[src/rtl/ifu_fetch_if.sv]
// ifu_fetch_if: bundle of the fetch stage's external handshakes.
//   imem_req_*/imem_addr   : request channel to instruction memory
//   imem_resp_*/imem_rdata : single-pulse read response
//   redirect_*             : PC replacement from branch/jump resolution
//   inst_*/instruction     : fetched word handed to decode
//   fetch_fault            : sticky misaligned-redirect flag
// master = fetch stage, slave = surrounding memory/decode/branch logic.
interface ifu_fetch_if;
  logic        imem_req_valid;
  logic        imem_req_ready;
  logic [31:0] imem_addr;
  logic        imem_resp_valid;
  logic [31:0] imem_rdata;
  logic        redirect_valid;
  logic [31:0] redirect_pc;
  logic        inst_valid;
  logic        inst_ready;
  logic [31:0] instruction;
  logic [31:0] inst_pc;
  logic        fetch_fault;

  modport master (
    output imem_req_valid, imem_addr, inst_valid, instruction, inst_pc, fetch_fault,
    input  imem_req_ready, imem_resp_valid, imem_rdata, redirect_valid, redirect_pc,
           inst_ready
  );

  modport slave (
    input  imem_req_valid, imem_addr, inst_valid, instruction, inst_pc, fetch_fault,
    output imem_req_ready, imem_resp_valid, imem_rdata, redirect_valid, redirect_pc,
           inst_ready
  );
endinterface

[src/rtl/ifu_fetch.sv]
// ifu_fetch: instruction fetch stage. Owns the PC, keeps at most one read
// outstanding to instruction memory, and holds each fetched word with its PC
// until decode accepts it. Redirects replace the PC and squash any in-flight
// or held fetch.
// Ports:
//   clk   - clock, rising edge
//   rst_n - asynchronous active-low reset
//   bus   - ifu_fetch_if.master (memory request/response, redirect, decode)
// Parameter RESET_PC: first fetch address after reset.
// Macro IFU_ALIGN_CHECK_EN: when defined, a redirect with pc[1:0] != 0 raises
// fetch_fault and parks the stage in HALT until reset; when undefined the low
// two bits are forced to zero and fetch_fault is tied low.
module ifu_fetch #(
  parameter logic [31:0] RESET_PC = 32'h8000_0000
) (
  input logic       clk,
  input logic       rst_n,
  ifu_fetch_if.master bus
);

  typedef enum logic [2:0] {IDLE, REQ, WAIT, HOLD, HALT} state_t;

  state_t      state;
  logic [31:0] pc;
  logic        kill;
  logic [31:0] instruction_q;
  logic [31:0] inst_pc_q;
  logic        inst_valid_q;

  logic        hs;
  logic        redir;
  logic        redir_ok;
  logic        misalign;
  logic [31:0] redir_pc;

  assign hs    = (state == REQ) && bus.imem_req_ready;
  assign redir = bus.redirect_valid &&
                 ((state == REQ) || (state == WAIT) || (state == HOLD));

`ifdef IFU_ALIGN_CHECK_EN
  logic fault_q;
  assign misalign = (bus.redirect_pc[1:0] != 2'b00);
  assign redir_pc = bus.redirect_pc;
  assign bus.fetch_fault = fault_q;
`else
  assign misalign = 1'b0;
  assign redir_pc = {bus.redirect_pc[31:2], 2'b00};
  assign bus.fetch_fault = 1'b0;
`endif

  assign redir_ok = redir && !misalign;

  always_ff @(posedge clk or negedge rst_n) begin
    if (!rst_n) begin
      state         <= IDLE;
      pc            <= RESET_PC;
      kill          <= 1'b0;
      instruction_q <= '0;
      inst_pc_q     <= RESET_PC;
      inst_valid_q  <= 1'b0;
`ifdef IFU_ALIGN_CHECK_EN
      fault_q       <= 1'b0;
`endif
    end else begin
      case (state)
        IDLE: state <= REQ;

        REQ: begin
          if (redir_ok) pc <= redir_pc;
          if (hs) begin
            state <= WAIT;
            // request left with the old PC: its data must be thrown away
            if (redir_ok) kill <= 1'b1;
          end
        end

        WAIT: begin
          if (redir_ok) begin
            pc <= redir_pc;
            if (bus.imem_resp_valid) begin
              kill  <= 1'b0;
              state <= REQ;
            end else begin
              kill  <= 1'b1;
            end
          end else if (bus.imem_resp_valid) begin
            if (kill) begin
              kill  <= 1'b0;
              state <= REQ;
            end else begin
              instruction_q <= bus.imem_rdata;
              inst_pc_q     <= pc;
              pc            <= pc + 32'd4;
              inst_valid_q  <= 1'b1;
              state         <= HOLD;
            end
          end
        end

        HOLD: begin
          if (redir_ok) pc <= redir_pc;
          if (redir_ok || bus.inst_ready) begin
            inst_valid_q <= 1'b0;
            state        <= REQ;
          end
        end

        HALT: state <= HALT;

        default: state <= IDLE;
      endcase

`ifdef IFU_ALIGN_CHECK_EN
      // overrides whatever the case above chose for this cycle
      if (redir && misalign) begin
        fault_q      <= 1'b1;
        inst_valid_q <= 1'b0;
        state        <= HALT;
      end
`endif
    end
  end

  assign bus.imem_req_valid = (state == REQ);
  assign bus.imem_addr      = pc;
  assign bus.inst_valid     = inst_valid_q;
  assign bus.instruction    = instruction_q;
  assign bus.inst_pc        = inst_pc_q;

endmodule

[src/flat_wrapper.sv]
// flat-port wrapper written by rule: the top's interface ports become plain ports
module ifu_fetch_flat 
#(
  parameter logic [31:0] RESET_PC = 32'h8000_0000
)
  (clk, rst_n, bus_imem_req_valid, bus_imem_addr, bus_inst_valid, bus_instruction, bus_inst_pc, bus_fetch_fault, bus_imem_req_ready, bus_imem_resp_valid, bus_imem_rdata, bus_redirect_valid, bus_redirect_pc, bus_inst_ready);
  ifu_fetch_if bus_i ();
  input logic clk;
  input logic rst_n;
  output wire logic [$bits(bus_i.imem_req_valid)-1:0] bus_imem_req_valid;
  output wire logic [$bits(bus_i.imem_addr)-1:0] bus_imem_addr;
  output wire logic [$bits(bus_i.inst_valid)-1:0] bus_inst_valid;
  output wire logic [$bits(bus_i.instruction)-1:0] bus_instruction;
  output wire logic [$bits(bus_i.inst_pc)-1:0] bus_inst_pc;
  output wire logic [$bits(bus_i.fetch_fault)-1:0] bus_fetch_fault;
  input wire logic [$bits(bus_i.imem_req_ready)-1:0] bus_imem_req_ready;
  input wire logic [$bits(bus_i.imem_resp_valid)-1:0] bus_imem_resp_valid;
  input wire logic [$bits(bus_i.imem_rdata)-1:0] bus_imem_rdata;
  input wire logic [$bits(bus_i.redirect_valid)-1:0] bus_redirect_valid;
  input wire logic [$bits(bus_i.redirect_pc)-1:0] bus_redirect_pc;
  input wire logic [$bits(bus_i.inst_ready)-1:0] bus_inst_ready;
  assign bus_imem_req_valid = bus_i.imem_req_valid;
  assign bus_imem_addr = bus_i.imem_addr;
  assign bus_inst_valid = bus_i.inst_valid;
  assign bus_instruction = bus_i.instruction;
  assign bus_inst_pc = bus_i.inst_pc;
  assign bus_fetch_fault = bus_i.fetch_fault;
  assign bus_i.imem_req_ready = bus_imem_req_ready;
  assign bus_i.imem_resp_valid = bus_imem_resp_valid;
  assign bus_i.imem_rdata = bus_imem_rdata;
  assign bus_i.redirect_valid = bus_redirect_valid;
  assign bus_i.redirect_pc = bus_redirect_pc;
  assign bus_i.inst_ready = bus_inst_ready;
  ifu_fetch #(.RESET_PC(RESET_PC)) u_core (.clk(clk), .rst_n(rst_n), .bus(bus_i));
endmodule
[config.mk]
export PLATFORM = sky130hd
export DESIGN_NAME = ifu_fetch_flat
export DESIGN_NICKNAME = d
export VERILOG_FILES = /design/src/rtl/ifu_fetch_if.sv /design/src/rtl/ifu_fetch.sv /design/src/flat_wrapper.sv
export SDC_FILE = /design/constraint.sdc
export NUM_CORES = 1
export LEC_CHECK = 0
export CORE_AREA = 2 2 101 103
export CTS_CLUSTER_DIAMETER = 80
export DETAILED_ROUTE_END_ITERATION = 12
export DIE_AREA = 0 0 103 105
export PLACE_DENSITY = 0.84
export SETUP_SLACK_MARGIN = 0.02
export SLEW_MARGIN = 40
export SYNTH_ARGS = -nofsm -noshare
export SYNTH_HDL_FRONTEND = slang
export SYNTH_SLANG_ARGS = --single-unit
export TNS_END_PERCENT = 30
[constraint.sdc]
create_clock -name clk -period 4.7 [get_ports clk]
set_clock_uncertainty 0.1 [all_clocks]
set_input_delay 0.94 -clock clk [delete_from_list [all_inputs] [get_ports clk]]
set_output_delay 0.94 -clock clk [all_outputs]
set_load 0.005 [all_outputs]
; Word-level counts from Yosys, hierarchy flattened
; Index checks and enable logic that the tools add are counted.
[word_totals]
in_bits = 70
ff_bits = 101
word_cells = 60
[op_classes]
eq_ne = 13
muxes = 23
reduce_logical = 15
n_bitwise = 2
n_addsub = 1
[op_table]
columns = cell, count
row1 = 2-to-1 mux 32 bit, 4
row2 = case mux 32 bit (2 select lines), 1
row3 = "adder 32 x 3 -> 32 bit, second input constant", 1
row4 = 2-to-1 mux 3 bit, 5
row5 = case mux 3 bit (5 select lines), 1
row6 = AND reduction 4 bit, 3
row7 = 2-to-1 mux 1 bit, 9
row8 = "inequality test 2 bit, second input constant", 4
row9 = "== test 3 x 2 -> 1 bit, second input constant", 2
row10 = "inequality test 2 x 1 -> 1 bit, second input constant", 3
row11 = nonzero test 2 bit, 3
row12 = AND reduction 5 bit, 1
row13 = case mux 1 bit (2 select lines), 2
row14 = "== test 3 x 1 -> 1 bit, second input constant", 1
row15 = "== test 3 bit, second input constant", 1
row16 = zero test 3 bit, 1
row17 = logical OR 1 bit, 3
row18 = "inequality test 3 x 2 -> 1 bit, second input constant", 1
row19 = "inequality test 3 bit, second input constant", 1
row20 = AND reduction 3 bit, 1
row21 = logical AND 1 bit, 2
row22 = 2-to-1 mux 2 bit, 1
row23 = NOT 1 bit, 2
row24 = OR reduction 2 bit, 1

; Logic depth before layout (Yosys ltp)
; Gate-level depths: netlist of run 1.
[depth]
ltp_word = 7
ltp_mapped = 8
ltp_nobuf = 6

; Least setup slack after synthesis of run 1
; Ideal clock, no wire load.
[synth_path]
path_type = input port to flip-flop
from = input port bus_redirect_valid
to = register u_core.pc[25] (netlist: u_core.bus.imem_addr[25])
slack_ns = 2.379
arrival_ns = 2.099
t_required_ns = 4.477
stages = 6
n_path_buf = 2
path_cell_list = clkbuf_1 a21oi_1 nor2_1 buf_2 nand2_1 o221a_2
[synth_between]
elab_chain_cells = 3
[synth_lines]
columns = element, line
row1 = from (decl), flat_wrapper.sv:19  ; input wire logic [$bits(bus_i.redirect_valid)-1:0] bus_redirect_valid;
row2 = logical AND 1 bit (*), ifu_fetch.sv:37  ; assign redir = bus.redirect_valid &&
row3 = "inequality test 3 bit (no source line), or another cell as far along", -
row4 = AND reduction 4 bit (no source line) or case mux 32 bit (2 select lines) (tied branches), -
row5 = to (signal assigned), ifu_fetch.sv:69  ; if (redir_ok) pc <= redir_pc;
row6 = to (signal assigned), ifu_fetch.sv:79  ; pc <= redir_pc;
row7 = to (signal assigned), ifu_fetch.sv:93  ; pc <= pc + 32'd4;
row8 = to (decl), ifu_fetch.sv:24  ; logic [31:0] pc;
; Mark *: on every way between the ends. The rest lies on a longest branch, timed or not.
; A chain may end at the register's enable or synchronous reset.

; Worst setup path in the final report of run 1
[layout_path]
from = input port bus_imem_resp_valid
to = register u_core.pc[31] (netlist: u_core.bus.imem_addr[31])
[layout_between]
elab_chain_cells = 2
[layout_lines]
columns = element, line
row1 = from (decl), flat_wrapper.sv:17  ; input wire logic [$bits(bus_i.imem_resp_valid)-1:0] bus_imem_resp_valid;
row2 = inequality test 3 x 2 -> 1 bit (no source line), -
row3 = AND reduction 4 bit (no source line), -
; Every way passes these cells.

==> metrics.txt, run 1 <==
FF+latch count, synth=97; dpl ws=1250 ps; clock-pin transition on the worst setup and hold timing paths=90 ps; synthesis-to-finish area growth=42.1%; Final period util=0.650; nets@finish=742; DRC Markers=0; Multi-input gate area=0.00193 mm²; Skew-Pair Late Insertion Delay=~360 ps; routed len/inst=around 16 µm; Crit-path slowest cell=or4_1; row count=36; Worst Path Required=4900 ps; largest net degree at the start of global routing=64; CTS tree=yes; vias in the first global route=4170; post-CTS resize count=0; CTS buffer count=9; Tightest Pin Transition=723 ps; die area=0.0108 mm²; top-area cell type share of the netlist area=0.525; drt pass-1 iters=5; number of hold buffers added after cts=0; worst path cell trace=clkdlybuf4s50_1, nor4bb_1, nand2_2, or4_1, nand3_1; first-pass GRT wire length=just over 20000 µm; TNS Setup=0 ps; dominant cell type by area after synthesis=dfrtp_1; leak pwr=approximately 0.0029 µW; Ys Warns=0; fin cells=808; top_reg_cell synth=dfrtp_1; Relative slew margins=0.518; DR vias/cell=between 5 and 6; core area=between 0.009 and 0.01 mm²; Crit Path Category=primary input to flop; placed cell count=~790; Max Cap Violations=0; HPWL after detailed placement=8870 µm; final setup vio count=0; Critical Path Start Type=primary input; Routed Antenna Nets=0; fin worst setup slack=1640 ps; Initial Utilization=0.469; Max stage delay on crit path=640 ps; layout cell share with drive strength beyond 1=0.0504; I/O Buffers=161; most common cell after layout, fill and taps aside=nand2_1; worst hold path class=flop to flop; CTS max path bufs=2; Ant. Diodes=0; final hold vios=0; routed wire length=12700 µm; RSZ-0062 raised after global routing=false; Netlist cell types=47; Post-CTS Setup Bufs=0; Area after DPL=between 0.006 and 0.007 mm²; routed via count=4348; synth top area cells=dfrtp_1 53%, nand2_1 17%, a21oi_1 2.5%; fin area=about 0.0064 mm²; outcome=complete, no violations; Placer Congestion=0.850; Worst Path Arrival=3260 ps; gate count of the mapped netlist=527; GRT Total Usage=0.239; asr flop ratio synth=1.00; Synth Area per Inst=8.59 µm²; Critical Path Sink Type=flop; die height=105 µm; CP max FO=36; FF/Latch Area=0.00243 mm²; width of the die=between 100 and 150 µm; Sink Count=97; register area share after synthesis=0.537; commonest cells after routing, fill and taps aside=201 x nand2_1, 160 x clkdlybuf4s50_1, 95 x dfrtp_1; VDD IR-drop max=0.000393 V; H-tree lvl count=3; Fmax achieved=327 MHz; CTS root buffer=clkbuf_8; final worst path period need=3060 ps; number of synthesized flops with an enable pin=0; max-slew violation count=0; WHS=370 ps; grt total ovfl=0; Initial DRC Count=230; power per cell area=614 mW/mm²; Filler cells=820; number of I/O pins=169; mapped cell area=~0.0045 mm²; antenna violations before repair=0
==> final timing paths <==
| kind | startpoint | to | slack [ps] | depth (start not counted) |
|---|---|---|---|---|
| setup / recovery | bus_imem_resp_valid | u_core.bus.imem_addr[31]$_DFFE_PN1P_ | 1640 | 5 |
| max in group asynchronous | rst_n | u_core.bus.inst_pc[31]$_DFFE_PN1P_ | 3140 | 2 |
| hold / removal | u_core.bus.inst_pc[31]$_DFFE_PN1P_ | u_core.bus.inst_pc[31]$_DFFE_PN1P_ | 370 | 2 |
| setup reg to reg | u_core.state[0]$_DFFE_PN0P_ | u_core.bus.imem_addr[31]$_DFFE_PN1P_ | 2180 | 4 |
| hold reg to reg | u_core.bus.inst_pc[31]$_DFFE_PN1P_ | u_core.bus.inst_pc[31]$_DFFE_PN1P_ | 370 | 2 |
| min in group asynchronous | rst_n | u_core.bus.instruction[21]$_DFFE_PN0P_ | 440 | 1 |
==> worst max-delay path: cells and delay by family <==
family	cells	cell delay [ps]
and+or+nand+nor	4	1790
buffers and inverters	1	510
==> cells by family (layout without fill, tap and decap cells) <==
logic type      Yosys count  in the layout  synth area share
simple gates            296            296             0.284
flops                    97             97             0.537
compound gates           89             89             0.131
buf+inv                  42            186            0.0431
fa+ha+maj                 1              1           0.00276
other cells               1              5          0.000829
mux                       1              1           0.00221
==> sequential cells by signal (all words and copies together), names as in the netlist <==
| name | cells |
|---|---|
| u_core.bus.instruction | 32 |
| u_core.bus.imem_addr | 30 |
| u_core.bus.inst_pc | 30 |
| u_core.state | 3 |
| u_core.bus.inst_valid | 1 |
| u_core.kill | 1 |
==> cell usage after synthesis (all sizes together), types with 3 or more instances <==
| cell type | instances |
|---|---|
| inv | 4 |
| o22ai | 8 |
| dfrtp | 95 |
| and3 | 11 |
| nand2 | 202 |
| a31oi | 4 |
| nor3 | 11 |
| or3 | 3 |
| a21oi | 23 |
| and2 | 4 |
| nor2 | 26 |
| nand3 | 20 |
| clkbuf | 20 |
| nor4 | 4 |
| o21ai | 20 |
| buf | 18 |
| a311oi | 8 |
| nand4 | 7 |
| a2bb2oi | 8 |
==> layer usage <==
layer	global-route usage	part of all wire	vias up	routed length, µm
met4	0.0724	0.019	0	239
li1	-	-	2076	-
met3	0.0562	0.081	20	1030
met1	0.319	0.42	2067	5300
met5	0	0	-	0
met2	0.386	0.48	185	6100
==> power breakdown <==
group / switching, µW / internal [µW] / leakage [µW]
clock: 279 / 341 / 0.000116
sequential: 388 / 1220 / 0.00122
combinational: 716 / 998 / 0.00158
==> area by class of cell <==
cell class | instances | share of cell area
clock buffer | 13 | 0.0263
clock inverter | 2 | 0.00934
inverter | 4 | 0.00234
multi-input combinational | 392 | 0.300
sequential | 97 | 0.378
tap | 133 | 0.0259
timing repair buffer | 167 | 0.258
==> through the flow <==
| step | power (µW) | util |
|---|---|---|
| after floorplan | 2290 | - |
| after global placement | 3260 | 0.642 |
| after detailed placement | 3340 | 0.642 |
| after CTS | 3970 | 0.666 |
| after global routing | 4250 | 0.667 |
| final | 3950 | 0.667 |
Note: power is estimated with default switching activity, not from simulation.
==> run 2: changes to the inputs <==
--- a/config.mk
+++ b/config.mk
@@ -5,11 +5,11 @@
 export SDC_FILE = /design/constraint.sdc
 export NUM_CORES = 1
 export LEC_CHECK = 0
-export CORE_AREA = 2 2 101 103
+export CORE_AREA = 2 2 104 106
 export CTS_CLUSTER_DIAMETER = 80
 export DETAILED_ROUTE_END_ITERATION = 12
-export DIE_AREA = 0 0 103 105
-export PLACE_DENSITY = 0.84
+export DIE_AREA = 0 0 106 108
+export PLACE_DENSITY = 0.8
 export SETUP_SLACK_MARGIN = 0.02
 export SLEW_MARGIN = 40
 export SYNTH_ARGS = -nofsm -noshare
==> constraint.sdc (replaced) <==
create_clock -name clk -period 3.2 [get_ports clk]
set_clock_uncertainty 0.1 [all_clocks]
set_input_delay 0.64 -clock clk [delete_from_list [all_inputs] [get_ports clk]]
set_output_delay 0.64 -clock clk [all_outputs]
set_load 0.005 [all_outputs]
==> run 2 against run 1 <==
  * Sequential cell count stayed put
  * Register-to-register slack worse by 1300 ps
  * Die area is 5.9% higher
  * Total power is 43% higher
  * Routed wire length is 2.3% higher
  * Clock-buffer cell count is 4 lower
  * Via count is 1.2% higher
  * Critical path depth is 1 higher
  * Sequential power is 48% higher
  * Critical endpoint is now u_core.bus.imem_addr[14]$_DFFE_PN0P_
  * Largest power group unchanged
==> metrics.txt, run 2 (same netlist as run 1, synthesis figures left out) <==
worst hold path class=primary input to asynchronous set/reset pin; Worst Path Required=3350 ps; width of the die=106 µm; I/O Buffers=161; Crit-path slowest cell=or2_2; routed via count=roughly 4400; VDD IR-drop max=~0.00035 V; final setup vio count=0; RSZ-0062 raised after global routing=false; Max stage delay on crit path=640 ps; power per cell area=roughly 880 mW/mm²; DR vias/cell=5.40; Skew-Pair Late Insertion Delay=360 ps; CTS tree=yes; Worst Path Arrival=between 2000 and 3000 ps; dpl ws=397 ps; worst r2r path cells=6; Filler cells=866; Crit Path Category=primary input to flop; H-tree lvl count=3; worst path cell trace=clkdlybuf4s50_1, a21oi_1, or2_2, nand3_1, o22ai_1, a2bb2oi_1; TNS Setup=0 ps; final worst path period need=2450 ps; Critical Path Start Type=primary input; row count=37; outcome=complete, no violations; FF-to-FF setup slack=840 ps; max-slew violation count=0; Placer Congestion=0.829; largest net degree at the start of global routing=58; WHS=127 ps; CTS root buffer=clkbuf_8; grt total ovfl=0; worst r2r src=u_core.bus.imem_addr[2]$_DFFE_PN0P_; fin worst setup slack=748 ps; number of I/O pins=169; synthesis-to-finish area growth=42.0%; Post-CTS Setup Bufs=0; routed len/inst=15.9 µm; Fmax achieved=roughly 410 MHz; final hold vios=0; post-CTS resize count=0; Final period util=0.766; fin area=0.00642 mm²; Critical Path Sink Type=flop; Initial DRC Count=approximately 310; WP buf/inv=1; routed wire length=12900 µm; core area=slightly above 0.01 mm²; Tightest Pin Transition=roughly 780 ps; nets@finish=747; CTS max path bufs=2; Routed Antenna Nets=0; HPWL after detailed placement=9460 µm; CP max FO=43; drt pass-1 iters=7; Max Cap Violations=0; max reg flops=32; clock-pin transition on the worst setup and hold timing paths=roughly 100 ps; Total Power=5650 µW; Multi-input gate area=0.00193 mm²; Area after DPL=0.00626 mm²; r2r endpoint=u_core.bus.imem_addr[18]$_DFFE_PN0P_; layout cell share with drive strength beyond 1=0.0574; leak pwr=0.00290 µW; Relative slew margins=0.477; DRC Markers=0; CTS buffer count=9; die height=108 µm; most common cell after layout, fill and taps aside=nand2_1; die area=approximately 0.011 mm²; commonest cells after routing, fill and taps aside=201 x nand2_1, 160 x clkdlybuf4s50_1, 95 x dfrtp_1; GRT Total Usage=0.233; Sink Count=97; vias in the first global route=4152; first-pass GRT wire length=around 21000 µm; Top delay family on crit path=simple AND/OR/NAND/NOR gates; Crit. path cell count=6; Initial Utilization=0.442; number of hold buffers added after cts=0; antenna violations before repair=0; FF/Latch Area=0.00243 mm²; Ant. Diodes=0
## run 2: cell count changes in the layout (fill, tap and decap cells not counted), sizes merged
cell,before,now
clkbuf,13,9
buf,7,12
clkinvlp,0,2
bufinv,2,0
clkinv,0,1
inv,4,6
## run 2: power breakdown
| part | switching, µW | internal, µW | leakage (µW) |
|---|---|---|---|
| Clock | 428 | 281 | 0.0000782 |
| Combinational | 1060 | 1490 | 0.00161 |
| Sequential | 594 | 1800 | 0.00122 |
## run 2: layer usage
layer  track usage  up-vias  share of wire  wire [µm]
li1              -     2088              -          -
met1         0.327     2113           0.44       5710
met3        0.0380       22          0.056        723
met4        0.0799        0          0.019        247
met2         0.369      178           0.48       6270
met5             0        -              0          0
## run 2: how the worst max path moves through the flow
stage	slack [ps]	to	start
after floorplan	1180	u_core.bus.imem_addr[25]$_DFFE_PN0P_	bus_redirect_valid
after global placement	490	u_core.bus.imem_addr[26]$_DFFE_PN0P_	bus_redirect_valid
after detailed placement	400	u_core.bus.imem_addr[14]$_DFFE_PN0P_	bus_redirect_valid
after CTS	780	bus_imem_req_valid	u_core.state[1]$_DFFE_PN0P_
after global routing	610	u_core.bus.imem_addr[26]$_DFFE_PN0P_	bus_redirect_valid
final	750	u_core.bus.imem_addr[14]$_DFFE_PN0P_	bus_redirect_valid
## run 2: area by class of cell
class / count / area share
Tap cell: 136 / 0.0265
Multi-Input combinational cell: 392 / 0.300
Sequential cell: 97 / 0.378
Inverter: 4 / 0.00234
Clock inverter: 5 / 0.00643
Clock buffer: 9 / 0.0193
Timing Repair Buffer: 172 / 0.267
## run 2: through the flow
stage | utilization | std cells
6_report | 0.628 | 815
5_1_grt | 0.628 | 815
4_1_cts | 0.628 | 815
3_5_place_dp | 0.612 | 801
3_3_place_gp | 0.612 | 801
2_1_floorplan | - | 531
==> run 3: changes to the inputs <==
--- a/config.mk
+++ b/config.mk
@@ -5,11 +5,11 @@
 export SDC_FILE = /design/constraint.sdc
 export NUM_CORES = 1
 export LEC_CHECK = 0
-export CORE_AREA = 2 2 104 106
+export CORE_AREA = 2 2 110 112
 export CTS_CLUSTER_DIAMETER = 80
 export DETAILED_ROUTE_END_ITERATION = 12
-export DIE_AREA = 0 0 106 108
-export PLACE_DENSITY = 0.8
+export DIE_AREA = 0 0 112 114
+export PLACE_DENSITY = 0.75
 export SETUP_SLACK_MARGIN = 0.02
 export SLEW_MARGIN = 40
 export SYNTH_ARGS = -nofsm -noshare
==> constraint.sdc (replaced) <==
create_clock -name clk -period 2.15 [get_ports clk]
set_clock_uncertainty 0.1 [all_clocks]
set_input_delay 0.43 -clock clk [delete_from_list [all_inputs] [get_ports clk]]
set_output_delay 0.43 -clock clk [all_outputs]
set_load 0.005 [all_outputs]
==> run 3 against run 2 <==
  * Sequential power rose by 41%
  * Clock-buffer cell count rose by 1
  * Worst hold slack got worse by 120 ps
  * First-iteration DRC count rose by 18%
  * Sequential cell count did not move
  * Routed wire length rose by 4.1%
  * Total power rose by 68%
  * Cell count rose by 6.6%
  * Combinational power rose by 69%
  * Die area rose by 12%
  * Utilization fell by 3.2 points
  * Highest routed layer unchanged
==> metrics.txt, run 3 (same netlist as run 1, synthesis figures left out) <==
Critical Path Sink Type=flop; Ant. Diodes=0; Crit Path Category=primary input to flop; H-tree lvl count=3; fin cells=869; DR vias/cell=5.19; Crit-path slowest cell=clkdlybuf4s50_1; power per cell area=1360 mW/mm²; die area=~0.013 mm²; final hold vios=0; Crit. path cell count=7; Placer Congestion=0.895; worst path cell trace=clkdlybuf4s50_1, nor3b_1, o221a_2, buf_4, and3_1, a211oi_1, nor3_1; GRT Total Usage=0.215; Max stage delay on crit path=between 500 and 600 ps; layout cell share with drive strength beyond 1=0.120; first-pass GRT wire length=22200 µm; core area=0.0117 mm²; routed len/inst=15.5 µm; Worst Path Arrival=around 2100 ps; clock-pin transition on the worst setup and hold timing paths=approximately 60 ps; row count=40; final worst path period need=1980 ps; number of I/O pins=169; Critical Path Start Type=primary input; Max Cap Violations=0; Relative slew margins=0.636; largest net degree at the start of global routing=98; DRC Markers=0; most common cell after layout, fill and taps aside=nand2_1; I/O Buffers=161; die height=about 110 µm; worst hold path class=primary input to asynchronous set/reset pin; VDD IR-drop max=0.000604 V; Final Util=0.596; placed cell count=849; outcome=complete, no violations; dpl ws=-164 ps; Skew-Pair Late Insertion Delay=340 ps; Initial Utilization=0.386; number of hold buffers added after cts=0; leak pwr=0.00321 µW; RSZ-0062 raised after global routing=false; max-slew violation count=0; routed via count=approximately 4500; Initial DRC Count=360; synthesis-to-finish area growth=54.2%; final setup vio count=0; nets@finish=788; TNS Setup=0 ps; routed wire length=13500 µm; CTS root buffer=clkbuf_16; worst r2r path cells=6; commonest cells after routing, fill and taps aside=201 x nand2_1, 159 x clkdlybuf4s50_1, 92 x dfrtp_1; Sink Count=97; Fmax achieved=504 MHz; Tightest Pin Transition=546 ps; CTS tree=yes; CTS max path bufs=2; CTS buffer count=9; HPWL after detailed placement=slightly below 10000 µm; CP max FO=8; width of the die=112 µm; drt pass-1 iters=5; vias in the first global route=4452; fin worst setup slack=roughly 170 ps; Top delay family on crit path=buffers and inverters; WHS=approximately 11 ps; Worst Path Required=around 2300 ps; Routed Antenna Nets=0; antenna violations before repair=0; max reg flops=32; WP buf/inv=2; Final period util=0.922; grt total ovfl=0
==> run 3: power breakdown <==
part	switching (µW)	internal, µW	total (µW)
Clock	682	1130	1820
Sequential	688	2690	3380
Combinational	1810	2500	4310
==> run 3: timing repair <==
item	in CTS	in global routing
buffers inserted	0	4
setup endpoints to repair	1	3
gates resized for setup	5	3
pin swaps	0	1
==> run 3: layout make-up <==
type	instances	area, µm²
Clock buffer	10	229
Clock inverter	6	108
Tap cell	147	184
Multi-Input combinational cell	392	1930
Inverter	4	17.5
Timing Repair Buffer	213	2080
Fill cell	1003	4730
Sequential cell	97	2430
==> run 3: path summary, 6_finish.rpt <==
path,start,slack [ps],end
worst min-delay path,rst_n,10,u_core.bus.imem_addr[14]$_DFFE_PN0P_
worst min register to register,u_core.bus.inst_pc[31]$_DFFE_PN1P_,370,u_core.bus.inst_pc[31]$_DFFE_PN1P_
worst max register to register,u_core.bus.imem_addr[2]$_DFFE_PN0P_,230,u_core.bus.imem_addr[31]$_DFFE_PN1P_
worst max-delay path,bus_imem_resp_valid,170,u_core.bus.imem_addr[30]$_DFFE_PN0P_
min in group clk,u_core.bus.inst_pc[31]$_DFFE_PN1P_,370,u_core.bus.inst_pc[31]$_DFFE_PN1P_
max in group asynchronous,rst_n,1490,u_core.bus.imem_addr[21]$_DFFE_PN0P_
==> run 3: per-layer routing <==
| metal | wire, µm | vias up | track usage |
|---|---|---|---|
| li1 | - | 2173 | - |
| met1 | 5700 | 2141 | 0.277 |
| met2 | 6610 | 174 | 0.363 |
| met3 | 884 | 20 | 0.0531 |
| met4 | 283 | 0 | 0.0634 |
| met5 | 0 | - | 0 |
==> run 3: stage by stage <==
step / total power [µW] / instance area [µm²]
after floorplan: 5000 / 4540
final: 9500 / 6980
after global routing: 10200 / 6980
after CTS: 9540 / 6940
after detailed placement: 7690 / 6600
after global placement: 7530 / 6600
